**config.mk**
```make
export PLATFORM = sky130hd
export DESIGN_NAME = pr_bridge_flat
export DESIGN_NICKNAME = d
export VERILOG_FILES = /design/src/rtl/pr_bridge_if.sv /design/src/rtl/pr_bridge.sv /design/src/flat_wrapper.sv
export SDC_FILE = /design/constraint.sdc
export NUM_CORES = 1
export LEC_CHECK = 0
export ABC_CLOCK_PERIOD_IN_PS = 2150
export BUFFER_PORTS_ARGS = -buffer_cell sky130_fd_sc_hd__buf_2
export CAP_MARGIN = 20
export CORE_MARGIN = 10
export CORE_UTILIZATION = 35
export DETAILED_ROUTE_END_ITERATION = 8
export PLACE_DENSITY = 0.7
export SLEW_MARGIN = 20
export SYNTH_ARGS = -nofsm -noshare
export SYNTH_HDL_FRONTEND = slang
export SYNTH_SLANG_ARGS = --single-unit
```
**constraint.sdc**
```tcl
create_clock -name Clk -period 2.15 [get_ports Clk]
set_input_delay 0.215 -clock Clk [delete_from_list [all_inputs] [get_ports Clk]]
set_output_delay 0.215 -clock Clk [all_outputs]
set_load 0.02 [all_outputs]
```
**src/rtl/pr_bridge_if.sv**
```systemverilog
// Bus bundle between the MEM-stage peripheral port, the bridge, and the two I/O devices.
// The slave modport is the bridge's view; the master modport is the view of the CPU and devices.
interface pr_bridge_if;
  logic [31:0] PrAddr;
  logic [31:0] PrWData;
  logic [3:0]  PrMask;
  logic        PrWrite;
  logic        PrRead;
  logic [31:0] PrRData;
  logic        PrStall;
  logic [1:0]  DevAddr;
  logic [31:0] DevWData;
  logic [3:0]  DevMask;
  logic        DevWE;
  logic        DevSel0;
  logic        DevSel1;
  logic [31:0] DevRData0;
  logic [31:0] DevRData1;
  logic        DevAck0;
  logic        DevAck1;
  logic        DevIrq0;
  logic        DevIrq1;
  logic [2:0]  HWInt;

  modport slave (
    input  PrAddr, PrWData, PrMask, PrWrite, PrRead,
    output PrRData, PrStall,
    output DevAddr, DevWData, DevMask, DevWE, DevSel0, DevSel1,
    input  DevRData0, DevRData1, DevAck0, DevAck1, DevIrq0, DevIrq1,
    output HWInt
  );

  modport master (
    output PrAddr, PrWData, PrMask, PrWrite, PrRead,
    input  PrRData, PrStall,
    input  DevAddr, DevWData, DevMask, DevWE, DevSel0, DevSel1,
    output DevRData0, DevRData1, DevAck0, DevAck1, DevIrq0, DevIrq1,
    input  HWInt
  );
endinterface

```
**src/rtl/pr_bridge.sv**
```systemverilog
// Peripheral bridge: decodes MEM-stage peripheral accesses, sequences a select/ack handshake
// with two devices, stalls the pipeline until completion, and reports timeouts/unmapped accesses.
module pr_bridge #(
    parameter int unsigned TIMEOUT = 15
) (
    input logic       Clk,
    input logic       Rst,
    pr_bridge_if.slave bus
);

    typedef enum logic [1:0] {IDLE, REQ, DONE} state_t;

    state_t      state;
    state_t      stateNext;
    logic [7:0]  count;
    logic [31:0] result;
    logic        busErr;
    logic [15:0] errAddr;
    logic [15:0] reqAddr;
    logic [1:0]  devAddr;
    logic [31:0] devWData;
    logic [3:0]  devMask;
    logic        devWe;
    logic        devSel0;
    logic        devSel1;
    logic [2:0]  hwInt;

    logic acc;
    logic hitDev0;
    logic hitDev1;
    logic hitStat;
    logic ackSel;
    logic timeoutHit;
    logic startReq;
    logic countInc;
    logic ackDone;
    logic toDone;
    logic localDone;

    assign acc        = bus.PrRead | bus.PrWrite;
    assign hitDev0    = (bus.PrAddr[31:4] == 28'h00007f0);
    assign hitDev1    = (bus.PrAddr[31:4] == 28'h00007f1);
    assign hitStat    = (bus.PrAddr[31:2] == 30'h00001fc8);
    assign ackSel     = (devSel0 & bus.DevAck0) | (devSel1 & bus.DevAck1);
    assign timeoutHit = (count == 8'(TIMEOUT - 1));

    always_ff @(posedge Clk) begin
        if (!Rst) state <= IDLE;
        else      state <= stateNext;
    end

    always_comb begin
        stateNext = state;
        startReq  = 1'b0;
        countInc  = 1'b0;
        ackDone   = 1'b0;
        toDone    = 1'b0;
        localDone = 1'b0;
        case (state)
            IDLE: begin
                if (acc) begin
                    if (hitDev0 | hitDev1) begin
                        stateNext = REQ;
                        startReq  = 1'b1;
                    end else begin
                        stateNext = DONE;
                        localDone = 1'b1;
                    end
                end
            end
            REQ: begin
                if (ackSel) begin
                    stateNext = DONE;
                    ackDone   = 1'b1;
                end else if (timeoutHit) begin
                    stateNext = DONE;
                    toDone    = 1'b1;
                end else begin
                    countInc = 1'b1;
                end
            end
            DONE:    stateNext = IDLE;
            default: stateNext = IDLE;
        endcase
    end

    always_ff @(posedge Clk) begin
        if (!Rst) begin
            count    <= '0;
            result   <= '0;
            busErr   <= 1'b0;
            errAddr  <= '0;
            reqAddr  <= '0;
            devAddr  <= '0;
            devWData <= '0;
            devMask  <= '0;
            devWe    <= 1'b0;
            devSel0  <= 1'b0;
            devSel1  <= 1'b0;
            hwInt    <= '0;
        end else begin
            hwInt <= {busErr, bus.DevIrq1, bus.DevIrq0};
            if (startReq) begin
                devAddr  <= bus.PrAddr[3:2];
                devWData <= bus.PrWData;
                devMask  <= bus.PrMask;
                devWe    <= bus.PrWrite;
                devSel0  <= hitDev0;
                devSel1  <= hitDev1;
                count    <= '0;
                reqAddr  <= bus.PrAddr[15:0];
            end
            if (countInc) count <= count + 8'd1;
            if (ackDone) begin
                result  <= devWe ? '0 : (devSel0 ? bus.DevRData0 : bus.DevRData1);
                devSel0 <= 1'b0;
                devSel1 <= 1'b0;
                devWe   <= 1'b0;
            end
            if (toDone) begin
                result  <= '0;
                busErr  <= 1'b1;
                errAddr <= reqAddr;
                devSel0 <= 1'b0;
                devSel1 <= 1'b0;
                devWe   <= 1'b0;
            end
            // Status and unmapped accesses never touch the devices; they finish in one step.
            if (localDone) begin
                if (hitStat) begin
                    if (bus.PrRead) begin
                        result <= {busErr, 15'b0, errAddr};
                    end else begin
                        result <= '0;
                        busErr <= 1'b0;
                    end
                end else begin
                    result  <= '0;
                    busErr  <= 1'b1;
                    errAddr <= bus.PrAddr[15:0];
                end
            end
        end
    end

    assign bus.PrStall  = acc & (state != DONE) & Rst;
    assign bus.PrRData  = result;
    assign bus.DevAddr  = devAddr;
    assign bus.DevWData = devWData;
    assign bus.DevMask  = devMask;
    assign bus.DevWE    = devWe;
    assign bus.DevSel0  = devSel0;
    assign bus.DevSel1  = devSel1;
    assign bus.HWInt    = hwInt;

endmodule
```
**src/flat_wrapper.sv**
```systemverilog
// flat-port wrapper written by rule: the top's interface ports become plain ports
module pr_bridge_flat 
#(
    parameter int unsigned TIMEOUT = 15
)
  (Clk, Rst, bus_PrAddr, bus_PrWData, bus_PrMask, bus_PrWrite, bus_PrRead, bus_PrRData, bus_PrStall, bus_DevAddr, bus_DevWData, bus_DevMask, bus_DevWE, bus_DevSel0, bus_DevSel1, bus_DevRData0, bus_DevRData1, bus_DevAck0, bus_DevAck1, bus_DevIrq0, bus_DevIrq1, bus_HWInt);
  pr_bridge_if bus_i ();
  input logic Clk;
  input logic Rst;
  input wire logic [$bits(bus_i.PrAddr)-1:0] bus_PrAddr;
  input wire logic [$bits(bus_i.PrWData)-1:0] bus_PrWData;
  input wire logic [$bits(bus_i.PrMask)-1:0] bus_PrMask;
  input wire logic [$bits(bus_i.PrWrite)-1:0] bus_PrWrite;
  input wire logic [$bits(bus_i.PrRead)-1:0] bus_PrRead;
  output wire logic [$bits(bus_i.PrRData)-1:0] bus_PrRData;
  output wire logic [$bits(bus_i.PrStall)-1:0] bus_PrStall;
  output wire logic [$bits(bus_i.DevAddr)-1:0] bus_DevAddr;
  output wire logic [$bits(bus_i.DevWData)-1:0] bus_DevWData;
  output wire logic [$bits(bus_i.DevMask)-1:0] bus_DevMask;
  output wire logic [$bits(bus_i.DevWE)-1:0] bus_DevWE;
  output wire logic [$bits(bus_i.DevSel0)-1:0] bus_DevSel0;
  output wire logic [$bits(bus_i.DevSel1)-1:0] bus_DevSel1;
  input wire logic [$bits(bus_i.DevRData0)-1:0] bus_DevRData0;
  input wire logic [$bits(bus_i.DevRData1)-1:0] bus_DevRData1;
  input wire logic [$bits(bus_i.DevAck0)-1:0] bus_DevAck0;
  input wire logic [$bits(bus_i.DevAck1)-1:0] bus_DevAck1;
  input wire logic [$bits(bus_i.DevIrq0)-1:0] bus_DevIrq0;
  input wire logic [$bits(bus_i.DevIrq1)-1:0] bus_DevIrq1;
  output wire logic [$bits(bus_i.HWInt)-1:0] bus_HWInt;
  assign bus_i.PrAddr = bus_PrAddr;
  assign bus_i.PrWData = bus_PrWData;
  assign bus_i.PrMask = bus_PrMask;
  assign bus_i.PrWrite = bus_PrWrite;
  assign bus_i.PrRead = bus_PrRead;
  assign bus_PrRData = bus_i.PrRData;
  assign bus_PrStall = bus_i.PrStall;
  assign bus_DevAddr = bus_i.DevAddr;
  assign bus_DevWData = bus_i.DevWData;
  assign bus_DevMask = bus_i.DevMask;
  assign bus_DevWE = bus_i.DevWE;
  assign bus_DevSel0 = bus_i.DevSel0;
  assign bus_DevSel1 = bus_i.DevSel1;
  assign bus_i.DevRData0 = bus_DevRData0;
  assign bus_i.DevRData1 = bus_DevRData1;
  assign bus_i.DevAck0 = bus_DevAck0;
  assign bus_i.DevAck1 = bus_DevAck1;
  assign bus_i.DevIrq0 = bus_DevIrq0;
  assign bus_i.DevIrq1 = bus_DevIrq1;
  assign bus_HWInt = bus_i.HWInt;
  pr_bridge #(.TIMEOUT(TIMEOUT)) u_core (.Clk(Clk), .Rst(Rst), .bus(bus_i));
endmodule
```
=== Word-level counts from Yosys, hierarchy flattened ===
Index checks and enable logic that the tools add are counted.

* Add/sub/neg operators: 1
* Equality and inequality tests: 8
* Multiplexer cells: 35
* Bitwise gates (word level): 8
* Reduce and logical (&&, ||, !) cells: 5

{| class="wikitable"
|+ Operators by type and width
! cell !! count
|-
| $mux 32 || 7
|-
| $eq 28x11->1 const B || 2
|-
| $mux 16 || 3
|-
| $eq 30x13->1 const B || 1
|-
| $mux 1 || 18
|-
| $mux 8 || 2
|-
| $add 8x1->8 const B || 1
|-
| $eq 8x4->1 const B || 1
|-
| $mux 2 || 4
|-
| $and 1x1->1 || 4
|-
| $pmux 2 s2 || 1
|-
| $ne 3x1->1 const B || 1
|-
| $or 1x1->1 || 3
|-
| $reduce_bool 3->1 || 1
|-
| $reduce_or 3->1 || 1
|-
| $eq 2x1->1 const B || 1
|-
| $logic_not 2->1 || 1
|-
| $ne 2x1->1 const B || 1
|-
| $ne 2x2->1 const B || 1
|-
| $reduce_and 2->1 || 1
|-
| $reduce_bool 2->1 || 1
|-
| $not 1->1 || 1
|}

* Register bits: 119
* Output and inout bits: 77
* Logic and storage cells: 70

=== Logic depth before layout (Yosys ltp) ===
* Depth in word-level cells: 8
* Gate-level depth with buffers: 9
* Depth with buffers taken out: 7

=== Least setup slack after synthesis ===
OpenSTA, ideal clock, no wires.

* Kind: register to register
* Start: register u_core.devSel0, in the netlist u_core.bus.DevSel0
* End: register u_core.result[10], in the netlist u_core.bus.PrRData[10]
* Arrival: 1.726 ns
* Data required time: 2.078 ns
* Path slack: 0.353 ns
* Cell stages (with the launch flop): 8
* Buffers on the path: 3
* Period minus slack after synthesis: 1.797 ns
* Path through: dfxtp_1 buf_2 a22o_1 clkbuf_1 nand2_1 nand3_1 buf_2 a2bb2oi_1

* Longest elaborated chain between the ends: 6
* Elaborated cells on any way between the ends: 12

{| class="wikitable"
|+ Ends and longest elaborated chain
! element !! line !! source
|-
| start: declaration || pr_bridge.sv:24 || <nowiki>logic devSel0;</nowiki>
|-
| start signal: assignment || pr_bridge.sv:108 || <nowiki>devSel0 <= hitDev0;</nowiki>
|-
| $and 1x1->1 || pr_bridge.sv:44 || <nowiki>assign ackSel = (devSel0 & bus.DevAck0) | (devSel1 & bus.DevAck1);</nowiki>
|-
| $or 1x1->1 || pr_bridge.sv:44 ||
|-
| $mux 1 || pr_bridge.sv:72 || <nowiki>if (ackSel) begin</nowiki>
|-
| $mux 1 || pr_bridge.sv:59 || <nowiki>case (state)</nowiki>
|-
| $mux 32 || pr_bridge.sv:120 || <nowiki>if (toDone) begin</nowiki>
|-
| $mux 32 || pr_bridge.sv:129 || <nowiki>if (localDone) begin</nowiki>
|-
| end signal: assignment || pr_bridge.sv:115 || <nowiki>result <= devWe ? '0 : (devSel0 ? bus.DevRData0 : bus.DevRData1);</nowiki>
|-
| end signal: assignment || pr_bridge.sv:132 || <nowiki>result <= {busErr, 15'b0, errAddr};</nowiki>
|-
| end: declaration || pr_bridge.sv:16 || <nowiki>logic [31:0] result;</nowiki>
|}

Several ways; a longest one is shown, not always the timed one. The select of a mux whose other input is x is not followed.
A chain may end at the register's enable or synchronous reset.

=== Worst setup path after layout ===
* Start: register u_core.count[0]
* End: register u_core.count[4]

* Longest elaborated chain between the ends: 5
* Elaborated cells on any way between the ends: 7

{| class="wikitable"
|+ Ends and longest elaborated chain
! element !! line !! source
|-
| start: declaration || pr_bridge.sv:15 || <nowiki>logic [7:0] count;</nowiki>
|-
| start signal: assignment || pr_bridge.sv:113 || <nowiki>if (countInc) count <= count + 8'd1;</nowiki>
|-
| $eq 8x4->1 || pr_bridge.sv:45 || <nowiki>assign timeoutHit = (count == 8'(TIMEOUT - 1));</nowiki>
|-
| $mux 1 || pr_bridge.sv:75 || <nowiki>end else if (timeoutHit) begin</nowiki>
|-
| $mux 1 || pr_bridge.sv:72 ||
|-
| $mux 1 || pr_bridge.sv:59 ||
|-
| $mux 8 / $reduce_bool 2->1 (equally long branches) || - ||
|}

Several ways; a longest one is shown, not always the timed one.

==> results.txt <==
- The run finished with clean final reports.
- On the worst path, the slowest cell contributes a delay of 0.36 ns.
* Internal power of the cells: 4.22 mW
- Startpoint-to-endpoint class of the critical path: reg -> reg
- Leading cell types by total area after synthesis: dfxtp_1 46%, mux2i_1 9.0%, nand2_1 8.2%
- Setup repair after global routing left no endpoint under its margin.
* Maximum number of pins on one net before global-route repair: 41
* Mean Syn Cell Area: 8.49 µm²
- Post CTS Setup Buffer Count: 0
- The tree is rooted in a clkbuf_16.
* Unique masters post-synth: 48
- Critical Path AT: 2.31 ns
- Of the total power, the clock network draws 0.503.
* Highest routing layer actually used: met5
- Synthesized flop and latch total: 117
- STA classifies the critical path endpoint as a register.
* Minimum clock period after layout: 1.97 ns
- Worst setup startpoint: u_core.count[0]
* Static Leakage: 3.07 nW
- Initial antenna violation count: 3
- Largest area contributor in the synthesized netlist: dfxtp_1
- Mean number of vias per cell: 5.05
* Top cells by instance count after synthesis: 117 x dfxtp_1, 111 x nand2_1, 66 x a21oi_1
- Hold-fix buffers, CTS: 1
* Period Utilization, post-route: 0.915
- Finish-stage setup viols: 0
- The signal on the critical path passes through inv_1 > ha_1 > and3b_1 > and2_0 > or2_2 > or3_1 > a21oi_1.
- Maximum ir drop on the vdd rail: 0.491 mV
- Instance count after placement with tap cells included: 973
- Vias in the first global route: 5051
* Nets in the synthesized netlist: 742
- Highest-delay cell along the critical path: dfxtp_1
- The final-report hold violation count was 0.
- Counting along the longest clock path gives a buffer depth of 2.
- After clock tree synthesis, the clock-pin slew on the worst setup and hold paths is 0.05 ns.
- Fmax: 509 MHz
* Worst path bufs/invs: 1
- In this run the register-to-register setup slack is 0.18 ns.
* Min-Delay Startpoint: bus_DevIrq1
- Excluding fillers, the count of instances in the completed layout stands at 1007.
* Remaining antenna violation count: 0
* Main flop type after synthesis: dfxtp_1
- Number of design rule violations left after detail routing: 0
- The startpoint identified for the worst register-to-register timing path is u_core.count[0].
* Total wire length after detailed routing: 16300 µm
- Aggregate negative setup slack: 0 ns
- Number of cell rows: 44
* Total track usage: 0.160
- Number of enable flip-flop cells after synthesis: 0
- The share of total power dissipated in combinational logic is 0.082.
- Count of pins over their slew limit: 0
- In this run the count of I/O pins placed on the die edge is 217.
* Clk sinks: 117
- Switching part of the total power: 0.226
- Worst Tran Pin Value: 0.431 ns
* Worst endpoint required time: 2.49 ns
- Sequential group share of total power: 0.415
- Final HPWL DP: 12200 µm
* Router iterations before antenna repair: 4
- Smallest hold slack: 0.0287 ns
- In this run the tightest slew margin relative to its limit is 0.713.
- Number of CTS-inserted buffers: 17
* Crit path max-delay family: simple AND/OR/NAND/NOR gates
- Clock Latency Late Sink: 0.41 ns
* Maxcap violations: 0
* Design area: 0.00705 mm²
- The total overflow left after global routing is 0.
* Worst-path maximum fanout: 6
- Total Power Consumption: 5.45 mW
* Average detailed-routed wire length per instance: 16.2 µm
* Top cell type's share of synthesized area: 0.460
* Filler instances: 1418
* Sequential fraction of the synthesis area: 0.460
- Async set or reset register ratio after synthesis: 0
* Mapped cell area: 0.00509 mm²
* Area of the core: 0.0144 mm²
- Clock skew on the completed layout was measured at 0.00686 ns.
- Initial core utilization: 0.354
- In the synthesized netlist, the number of instances is 600.
- Power Dens Cells: 772 mW/mm²
- Number of port buffers: 216
* Number of nets at the end of the flow: 951
* Total of cells resized after clock tree synthesis: 0
- Wire length on met3: 1390 µm
* Psw: 1.23 mW
* Global placement routability congestion: 0.780
- For this run, the number of Yosys warnings is 0.
- Area added between synthesis and finish: 38.5%
- The die is 141 µm wide.
- Total number of vias: 5085
* Share of final-layout standard cells stronger than drive strength 1: 0.345
* Critical Path Start Type: register
* Met1 Routed Length: 7150 µm
- Most frequent cell after synthesis: dfxtp_1
* Wire length of the first global-routing pass: 26000 µm
* TritonCTS clock tree: yes
- The min-delay analysis places its worst path in the category in -> reg.
- Height of the chip: 141 µm
* Total Die Area: 0.0198 mm²
- Violation count after the first detailed-route iteration: 222
- Detail Route met2 WL: 7560 µm
- The clock tree synthesis step divided the H-tree into 4 levels.
- Once placement finished, the instance area stood at 0.00646 mm².
==> placed cells by master, fill, tap and decap left out, drive strengths merged, types with 2 or more instances in the layout <==
| master | instances |
|---|---|
| or3 | 4 |
| a2bb2oi | 16 |
| nor4 | 8 |
| a211oi | 14 |
| a311oi | 3 |
| clkinv | 6 |
| o211ai | 17 |
| nand2 | 111 |
| and2 | 5 |
| dfxtp | 117 |
| diode | 2 |
| o21ai | 8 |
| ha | 2 |
| nand3 | 12 |
| bufinv | 2 |
| a31oi | 3 |
| nand4 | 19 |
| buf | 240 |
| o31ai | 2 |
| clkinvlp | 2 |
| nor3 | 18 |
| a21oi | 66 |
| or2 | 3 |
| clkbuf | 21 |
| inv | 4 |
| and3 | 7 |
| nor2b | 2 |
| mux2i | 46 |
| nor2 | 49 |
==> power by group through the flow <==
stage / combinational [mW] / clock (mW) / sequential [mW]
after global routing: 0.490 / 2.90 / 2.26
after global placement: 0.437 / 0 / 2.30
final: 0.444 / 2.74 / 2.26
after floorplan: 0.187 / 0 / 2.33
after detailed placement: 0.443 / 0 / 2.31
after CTS: 0.447 / 2.80 / 2.26
==> cells by family (layout without fill, tap and decap cells) <==
logic type               count (synthesis)  in the layout  share of synthesized area
buffers and inverters                   55            276                     0.0477
AND/OR/NAND/NOR                        245            245                      0.228
adder cells (fa/ha/maj)                  2              2                    0.00491
multiplexers                            47             47                     0.0926
flip-flops                             117            117                      0.460
AO/OA/AOI/OAI                          134            134                      0.167
other                                    0              2                          0
==> final timing paths <==
check / end / cells after the start
setup / recovery: u_core.count[4] / 7
hold / removal: u_core.bus.HWInt[1] / 2
hold reg to reg: u_core.bus.DevWData[28] / 2
setup reg to reg: u_core.count[4] / 7
==> registers in the layout (all words and copies together) (netlist names) <==
| name | cells |
|---|---|
| u_core.bus.DevWData | 32 |
| u_core.bus.PrRData | 32 |
| u_core.errAddr | 16 |
| u_core.reqAddr | 15 |
| u_core.count | 8 |
| u_core.bus.DevMask | 4 |
| u_core.bus.HWInt | 3 |
| u_core.state | 2 |
| u_core.bus.DevAddr | 1 |
| u_core.bus.DevSel0 | 1 |
| u_core.bus.DevSel1 | 1 |
| u_core.bus.DevWE | 1 |
| u_core.busErr | 1 |
==> final cells by class <==
class / instances / area, µm² / area share
inverter: 4 / 15.0 / 0.00213
multi-input combinational: 428 / 2520 / 0.358
sequential: 117 / 2340 / 0.332
timing repair buffer: 241 / 1360 / 0.193
clock inverter: 10 / 105 / 0.0149
antenna: 2 / 5.00 / 0.000710
clock buffer: 21 / 470 / 0.0667
tap: 184 / 230 / 0.0326
==> metal layers <==
metal	vias to the layer above	GRT usage
li1	2555	-
met1	2334	0.192
met2	175	0.249
met4	2	0.0549
met3	19	0.0679
met5	-	0
==> stage by stage <==
| stage | utilization | setup WS (ns) |
|---|---|---|
| final | 0.491 | 0.184 |
| after global routing | 0.491 | 0.0875 |
| after detailed placement | 0.450 | 0.0608 |
| after global placement | 0.450 | 0.123 |
| after CTS | 0.490 | 0.185 |
| after floorplan | - | 0.353 |
Note: power is estimated with default switching activity, not from simulation.
